==> config.mk <==
export PLATFORM = sky130hd
export DESIGN_NAME = sici_tx_ctrl
export DESIGN_NICKNAME = d
export VERILOG_FILES = /design/src/rtl/sici_pkg.sv /design/src/rtl/sici_prbs8.sv /design/src/rtl/sici_tx_ctrl.sv
export SDC_FILE = /design/constraint.sdc
export NUM_CORES = 1
export LEC_CHECK = 0
export CORE_MARGIN = 3
export CORE_UTILIZATION = 41
export DETAILED_ROUTE_END_ITERATION = 16
export GPL_TIMING_DRIVEN = 0
export HOLD_SLACK_MARGIN = 0.02
export PLACE_DENSITY = 0.72
export REMOVE_ABC_BUFFERS = 1
export SYNTH_ARGS = -nofsm -noshare
export SYNTH_HDL_FRONTEND = slang
export SYNTH_SLANG_ARGS = --single-unit
==> constraint.sdc <==
create_clock -name pclk -period 1.6 [get_ports pclk]
set_input_delay 0.24 -clock pclk [delete_from_list [all_inputs] [get_ports pclk]]
set_output_delay 0.24 -clock pclk [all_outputs]
set_load 0.01 [all_outputs]
==> src/rtl/sici_pkg.sv <==
// Shared definitions for the SICI transmit controller: FSM encoding, default
// lane words and the PRBS7 helper used by the optional idle scrambler.
package sici_pkg;

    typedef enum logic [1:0] {
        S_RST   = 2'd0,
        S_TRAIN = 2'd1,
        S_SYNC  = 2'd2,
        S_DATA  = 2'd3
    } sici_state_e;

    localparam logic [7:0] DEF_TRAIN_PAT = 8'hF0;
    localparam logic [7:0] DEF_CLK_PAT   = 8'h55;
    localparam logic [7:0] DEF_SYNC_WORD = 8'hBC;
    localparam logic [7:0] DEF_IDLE_WORD = 8'h3C;

    // x^7 + x^6 + 1: feedback taps on bits 6 and 5 of the shift register
    localparam logic [6:0] PRBS7_POLY = 7'b110_0000;
    localparam logic [6:0] PRBS7_SEED = 7'h7F;

    // Advances the PRBS7 register by 8 bits. Returns {byte, next_state}, where
    // the byte is emitted MSB first (bit 7 is the first bit shifted out).
    function automatic logic [14:0] prbs7_step8(input logic [6:0] s_in);
        logic [6:0] s;
        logic [7:0] b;
        s = s_in;
        b = 8'h00;
        for (int i = 7; i >= 0; i--) begin
            b[i] = s[6];
            s    = {s[5:0], ^(s & PRBS7_POLY)};
        end
        return {b, s};
    endfunction

endpackage

==> src/rtl/sici_prbs8.sv <==
// PRBS7 generator producing one 8-bit word per cycle; word shows the byte the
// next advance will consume. seed_load has priority over adv.
module sici_prbs8
    import sici_pkg::*;
(
    input  logic       clk,
    input  logic       rst,
    input  logic       seed_load,
    input  logic       adv,
    output logic [7:0] word
);

    logic [6:0]  lfsr;
    logic [14:0] step;

    assign step = prbs7_step8(lfsr);
    assign word = step[14:7];

    always_ff @(posedge clk) begin
        if (!rst) begin
            lfsr <= PRBS7_SEED;
        end else if (seed_load) begin
            lfsr <= PRBS7_SEED;
        end else if (adv) begin
            lfsr <= step[6:0];
        end
    end

endmodule

==> src/rtl/sici_tx_ctrl.sv <==
// SICI transmit link controller: training, sync preamble, then PCS data.
// Optional PRBS7 idle fill is enabled by defining SICI_TX_PRBS_EN.
module sici_tx_ctrl
    import sici_pkg::*;
#(
    parameter int         TRAIN_LEN = 256,
    parameter int         SYNC_LEN  = 4,
    parameter logic [7:0] TRAIN_PAT = DEF_TRAIN_PAT,
    parameter logic [7:0] CLK_PAT   = DEF_CLK_PAT,
    parameter logic [7:0] SYNC_WORD = DEF_SYNC_WORD,
    parameter logic [7:0] IDLE_WORD = DEF_IDLE_WORD
) (
    input  logic       pclk,
    input  logic       rst,
    input  logic [7:0] tx_data,
    input  logic       tx_valid,
    output logic       tx_ready,
    input  logic       peer_cal,
    input  logic       recal,
    output logic [7:0] d_q,
    output logic [7:0] ck_q,
    output logic       training,
    output logic       link_ok
);

    localparam int TW = $clog2(TRAIN_LEN + 1);
    localparam int SW = $clog2(SYNC_LEN + 1);
    localparam logic [TW-1:0] TRAIN_MAX = TW'(TRAIN_LEN);
    localparam logic [SW-1:0] SYNC_MAX  = SW'(SYNC_LEN);

    localparam logic [1:0] ST_RST   = S_RST;
    localparam logic [1:0] ST_TRAIN = S_TRAIN;
    localparam logic [1:0] ST_SYNC  = S_SYNC;
    localparam logic [1:0] ST_DATA  = S_DATA;

    logic [1:0]    state;
    logic [1:0]    state_nxt;
    logic [TW-1:0] train_cnt;
    logic [SW-1:0] sync_cnt;
    logic          accept;
    logic          train_restart;
    logic [7:0]    idle_fill;

    // Handshake: a beat transfers when tx_valid && tx_ready on a pclk edge.
    // tx_ready is combinational and drops with recal/peer_cal loss, so a beat
    // is never accepted in the cycle the link leaves DATA.
    assign tx_ready = (state == ST_DATA) && peer_cal && !recal;
    assign accept   = tx_valid && tx_ready;

    always_comb begin
        state_nxt = state;
        case (state)
            ST_RST:   state_nxt = ST_TRAIN;
            ST_TRAIN: begin
                if (!recal && peer_cal && (train_cnt == TRAIN_MAX))
                    state_nxt = ST_SYNC;
            end
            ST_SYNC: begin
                if (recal || !peer_cal)
                    state_nxt = ST_TRAIN;
                else if (sync_cnt == SYNC_MAX)
                    state_nxt = ST_DATA;
            end
            ST_DATA: begin
                if (recal || !peer_cal)
                    state_nxt = ST_TRAIN;
            end
            default:  state_nxt = ST_TRAIN;
        endcase
    end

    assign train_restart = (state_nxt == ST_TRAIN) && ((state != ST_TRAIN) || recal);

`ifdef SICI_TX_PRBS_EN
    sici_prbs8 u_prbs (
        .clk       (pclk),
        .rst       (rst),
        .seed_load ((state_nxt == ST_DATA) && (state != ST_DATA)),
        .adv       ((state == ST_DATA) && (state_nxt == ST_DATA) && !accept),
        .word      (idle_fill)
    );
`else
    assign idle_fill = IDLE_WORD;
`endif

    // Counters hold the number of words of the current phase already on d_q,
    // so the word launched on the entry edge counts as 1.
    always_ff @(posedge pclk) begin
        if (!rst) begin
            state     <= ST_RST;
            train_cnt <= '0;
            sync_cnt  <= '0;
            d_q       <= 8'h00;
            ck_q      <= 8'h00;
            training  <= 1'b0;
            link_ok   <= 1'b0;
        end else begin
            state    <= state_nxt;
            ck_q     <= CLK_PAT;
            training <= (state_nxt == ST_TRAIN);
            link_ok  <= (state_nxt == ST_DATA);

            if (state_nxt != ST_TRAIN)
                train_cnt <= '0;
            else if (train_restart)
                train_cnt <= TW'(1);
            else if (train_cnt != TRAIN_MAX)
                train_cnt <= train_cnt + TW'(1);

            if (state_nxt != ST_SYNC)
                sync_cnt <= '0;
            else if (state != ST_SYNC)
                sync_cnt <= SW'(1);
            else if (sync_cnt != SYNC_MAX)
                sync_cnt <= sync_cnt + SW'(1);

            case (state_nxt)
                ST_TRAIN: d_q <= TRAIN_PAT;
                ST_SYNC:  d_q <= SYNC_WORD;
                ST_DATA: begin
                    // The entry word is plain idle; no beat can be accepted in SYNC.
                    if (state != ST_DATA)
                        d_q <= IDLE_WORD;
                    else if (accept)
                        d_q <= tx_data;
                    else
                        d_q <= idle_fill;
                end
                default:  d_q <= 8'h00;
            endcase
        end
    end

endmodule

### Word level (Yosys, flattened, before mapping)

Index checks and enable logic that the tools add are counted.

| storage, ports and cells | value |
|---|---|
| register bits | 32 |
| input bits | 13 |
| output and inout bits | 19 |
| word-level logic and storage cells | 57 |

| cells by class | value |
|---|---|
| add/subtract/negate cells | 2 |
| eq/ne operators | 15 |
| multiplexer cells | 13 |
| bitwise operators | 1 |
| reductions and logical operators | 17 |

Operators by type and width:

| kind | number |
|---|---|
| case mux 8 bit (3 select lines) | 1 |
| two-way mux 8 bit | 2 |
| adder 9 x 1 -> 9 bit (second input constant) | 1 |
| equality test 9 bit (second input constant) | 1 |
| != test 9 bit (second input constant) | 1 |
| equality test 2 bit (second input constant) | 4 |
| two-way mux 2 bit | 4 |
| case mux 2 bit (4 select lines) | 1 |
| two-way mux 7 bit | 1 |
| logical AND 1 bit | 6 |
| != test 2 bit (second input constant) | 3 |
| OR reduction 3 bit | 2 |
| equality test 2 x 1 -> 1 bit (second input constant) | 2 |
| two-way mux 1 bit | 4 |
| != test 2 x 1 -> 1 bit (second input constant) | 2 |
| nonzero test 2 bit | 2 |
| OR reduction 2 bit | 2 |
| adder 3 x 1 -> 3 bit (second input constant) | 1 |
| equality test 3 bit (second input constant) | 1 |
| != test 3 bit (second input constant) | 1 |
| zero test 1 bit | 2 |
| zero test 2 bit | 1 |
| logical OR 1 bit | 2 |
| inverter 1 bit | 1 |

### Logic depth before layout (Yosys ltp)

| logic depth | value |
|---|---|
| depth in word-level cells | 8 |
| depth in mapped cells | 7 |
| mapped depth without buffers | 6 |

### Least setup slack after synthesis

OpenSTA, ideal clock, no wires.

| timing path | value |
|---|---|
| path type | reg-to-reg |
| from | register train_cnt[0] |
| to | register train_cnt[2] |
| setup time | 0.066 ns |
| data arrival time | 1.469 ns |
| required time | 1.534 ns |
| setup slack | 0.065 ns |
| cell stages (with the launch flop) | 8 |
| path buffers | 1 |
| clock period less this slack | 1.535 ns |
| path through | dfxtp_1 > inv_1 > ha_1 > nor4b_2 > and4b_1 > buf_6 > or3b_1 > a21oi_2 |

| between the ends | value |
|---|---|
| word-level cells in the longest chain between the ends | 7 |
| elaborated cells between the ends (all ways) | 10 |
| classes of those cells | 1 x add/sub; 4 x eq/ne; 2 x mux; 3 x reduce/logical |

Ends and longest elaborated chain:

| element | RTL line | text |
|---|---|---|
| start, declared | sici_tx_ctrl.sv:38 | `logic [TW-1:0] train_cnt;` |
| start signal, assigned | sici_tx_ctrl.sv:108 | `train_cnt <= train_cnt + TW'(1);` |
| equality test 9 bit | sici_tx_ctrl.sv:55 | `if (!recal && peer_cal && (train_cnt == TRAIN_MAX))` |
| logical AND 1 bit | sici_tx_ctrl.sv:55 |  |
| two-way mux 2 bit | sici_tx_ctrl.sv:55 |  |
| case mux 2 bit (4 select lines) | sici_tx_ctrl.sv:52 | `case (state)` |
| equality test 2 x 1 -> 1 bit | sici_tx_ctrl.sv:72 | `assign train_restart = (state_nxt == ST_TRAIN) && ((state != ST_TRAIN) \|\| recal);` |
| logical AND 1 bit | sici_tx_ctrl.sv:72 |  |
| OR reduction 3 bit (no source line) | -- |  |

Several ways; a longest one is shown, not always the timed one.
A chain may end at the register's enable or synchronous reset.

### Worst setup path after layout

| timing path | value |
|---|---|
| from | register train_cnt[0] |
| to | register d_q[3] |

| between the ends | value |
|---|---|
| word-level cells in the longest chain between the ends | 6 |
| elaborated cells between the ends (all ways) | 8 |
| classes of those cells | 4 x eq/ne; 3 x mux; 1 x reduce/logical |

Ends and longest elaborated chain:

| element | RTL line | text |
|---|---|---|
| equality test 9 bit (*) | sici_tx_ctrl.sv:55 |  |
| logical AND 1 bit (*) | sici_tx_ctrl.sv:55 |  |
| two-way mux 2 bit (*) | sici_tx_ctrl.sv:55 |  |
| case mux 2 bit (4 select lines) (*) | sici_tx_ctrl.sv:52 |  |
| equality test 2 bit or equality test 2 x 1 -> 1 bit (tied branches) | sici_tx_ctrl.sv:117 | `case (state_nxt)` |
| case mux 8 bit (3 select lines) (*) | sici_tx_ctrl.sv:117 |  |
| end signal, assigned | sici_tx_ctrl.sv:125 | `d_q <= tx_data;` |
| end signal, assigned | sici_tx_ctrl.sv:127 | `d_q <= idle_fill;` |
| end, declared | sici_tx_ctrl.sv:20 | `output logic [7:0] d_q,` |

Mark *: on every way between the ends. The rest lies on a longest branch, timed or not.

==> results.json <==
{
  "die_width_um": 58.26,
  "final_common_cell": "clkdlybuf4s50_1",
  "grt_max_degree": 15,
  "postSynthCellCount": 119,
  "pwr-share-comb_pct": 10.9,
  "routedWlPerCell_um": 13.45,
  "p_int_mw": 0.7975,
  "drc": 0,
  "synth-seq-cells": 25,
  "clk_path_buf_depth": 2,
  "drive_above_1_share_pct": 16.67,
  "area_growth_pct": 28.94,
  "max_freq_mhz": 645.5,
  "syn_area_per_cell_um2": 9.410,
  "critPathArrivalTime_ns": 1.82,
  "cts_sinks": 25,
  "rsz0062_at_grt": "yes",
  "drtPass1Iterations": 4,
  "hp-class": "input pin to flip-flop",
  "vias": 889,
  "io_pins": 32,
  "holdBufCountCts": 0,
  "routed_via_density": 5.109,
  "grtUsageTotal_pct": 13.84,
  "core_area_um2": 2545,
  "antenna_found_initial": 0,
  "crit_path_end_kind": "flip-flop",
  "hpwl_mm": 1.609,
  "die_area_um2": 3394,
  "startpoint_type": "flip-flop",
  "rows": 18,
  "syn_area_um2": 1120,
  "p_leak_nw": 0.5569,
  "p_sw_mw": 0.2481,
  "fin_worst_skew_ns": 0.01082,
  "outcome": "finished clean",
  "cts_buffers": 3,
  "fin_ws_ns": 0.05086,
  "max-vdd-ir-drop_mv": 0.4751,
  "maxCapViolCount": 0,
  "portBuffers": 27,
  "clkTransAtPathRegs_ns": 0.14,
  "path_max_fanout": 5,
  "grt_pass1_vias": 802,
  "clock-root-buffer": "clkbuf_4",
  "path_class": "flip-flop to flip-flop",
  "h-tree-depth": 1,
  "setup_violations": 0,
  "fin_area_um2": 1444,
  "finalCriticalPeriod_ns": 1.549,
  "finalCritPeriodShare_pct": 96.82,
  "hold_violations": 0,
  "clk_latency_ns": 0.32,
  "final_antenna_net_count": 0,
  "clockPowerShare_pct": 27.4,
  "slew_viol_final": 0,
  "placedInstanceArea_um2": 1351,
  "place.gp.congestion": 0.7793,
  "pwr-share-seq_pct": 61.7,
  "powerDensity_nw_per_um2": 724.2,
  "swShare_pct": 23.73,
  "cts_tree": "yes",
  "start_util_pct": 44.00,
  "post-place-ws_ns": -0.7134,
  "layout_common_cells": "clkdlybuf4s50_1, dfxtp_1, nor2_1, nand3_1",
  "cp_data_required_time_ns": 1.87,
  "num-nets-final": 162,
  "grt_pass1_wl_mm": 3.643,
  "overflow": 0,
  "antenna_cells": 0,
  "ys_types": 40,
  "yosys_warnings": 0,
  "seq_area_frac_synth_pct": 44.69,
  "initialDrtViolationCount": 15,
  "die_h_um": 58.26,
  "wl_mm": 2.341
}
## stage by stage
step                utilization, %  hold slack, ns  cells  setup TNS, ns  total power [mW]
global route                 56.74          0.4301    174       -0.08959             1.093
CTS                          55.56          0.4256    173              0             1.049
global placement             53.10          0.5015    167         -3.880            0.7564
finish                       56.74          0.4289    174              0             1.046
detailed placement           53.10          0.5144    167         -4.849            0.7590
floorplan                        -          0.2677    110              0            0.6925
## final timing paths
| kind | startpoint | to | slack, ns | cells past startpoint |
|---|---|---|---|---|
| max | train_cnt[0] | d_q[3] | 0.05 | 6 |
| min | tx_data[1] | d_q[1] | 0.43 | 3 |
| max reg2reg | train_cnt[0] | d_q[3] | 0.05 | 6 |
| min reg2reg | train_cnt[1] | train_cnt[1] | 0.54 | 2 |
## what timing repair did
item / 4_1_cts / 5_1_grt
gates cloned: 1 / 0
setup endpoints to repair: 16 / 14
pin swaps: 1 / 3
buffers inserted: 1 / 1
gates resized for setup: 6 / 12
## critical path, stage by stage, from the launching register on
cell and delay, ns:
dfxtp_2 0.36, inv_2 0.08, ha_4 0.13, nor4b_4 0.22, and4b_2 0.37, a41o_2 0.24
o21a_1 0.12
## cells in the mapped netlist
library cell	number	share of area [%]
dfxtp_1	25	45
nor2_1	16	5.4
buf_4	9	6.0
inv_1	7	2.3
nand3_1	6	2.7
nand2_1	5	1.7
ha_1	4	4.5
o21a_1	4	2.7
xnor2_1	4	3.1
and3_1	3	1.7
xor2_1	3	2.3
a21boi_0	2	1.3
a21oi_1	2	0.89
mux2i_1	2	1.8
nor2b_1	2	1.1
a21o_2	1	0.78
a21oi_2	1	0.78
a311oi_1	1	0.78
a31o_2	1	0.78
a31oi_1	1	0.56
a32oi_1	1	0.78
a41o_2	1	1.0
and2_0	1	0.56
and3_2	1	0.67
and4b_1	1	0.89
buf_2	1	0.45
buf_6	1	1.0
clkbuf_1	1	0.33
conb_1	1	0.33
nand2b_1	1	0.56
nand3b_1	1	0.67
nand4_1	1	0.56
nand4_2	1	1.1
nor3_1	1	0.45
nor3b_1	1	0.67
nor4b_2	1	1.3
o211a_1	1	0.89
o21ai_0	1	0.45
or3_1	1	0.56
or3b_1	1	0.78
## sequential cells by signal, indices dropped and copies added (netlist names)
register / count
training: 1
d_q: 8
link_ok: 1
state: 2
sync_cnt: 3
ck_q: 1
train_cnt: 9
## power by group through the flow
stage / clock network (mW) / registers (mW) / logic (mW)
floorplan: 0 / 0.662 / 0.0302
global placement: 0 / 0.657 / 0.0993
detailed placement: 0 / 0.658 / 0.101
CTS: 0.296 / 0.644 / 0.109
global route: 0.322 / 0.647 / 0.124
finish: 0.286 / 0.645 / 0.114
## routing by layer
layer / wire, µm / global-route usage, % / vias up
met4: 7 / 1.987 / 0
met2: 1291 / 25.68 / 27
met1: 919 / 15.67 / 417
li1: - / - / 443
met5: 0 / 0 / -
met3: 123 / 4.232 / 2
## final cells by class
cell class / count / area (µm²)
fillers: 221 / 1101
multi-input cells: 79 / 566.8
flip-flops and latches: 25 / 505.5
repair buffers: 29 / 280.3
well taps: 30 / 37.54
inverters: 7 / 26.28
clock buffers: 3 / 22.52
clock inverters: 1 / 5.005
## cell families (layout without fill, tap and decap cells)
| group | after synthesis | count (layout) | synth area share (%) |
|---|---|---|---|
| multiplexers | 2 | 2 | 1.788 |
| other | 1 | 4 | 0.3349 |
| flip-flops | 25 | 25 | 44.69 |
| AND/OR/NAND/NOR | 44 | 45 | 21.34 |
| adder cells (fa/ha/maj) | 4 | 4 | 4.469 |
| AO/OA/AOI/OAI | 17 | 17 | 11.73 |
| buffers and inverters | 19 | 40 | 10.17 |
| XOR/XNOR | 7 | 7 | 5.475 |
No activity file was read; power rests on OpenSTA's default activity.
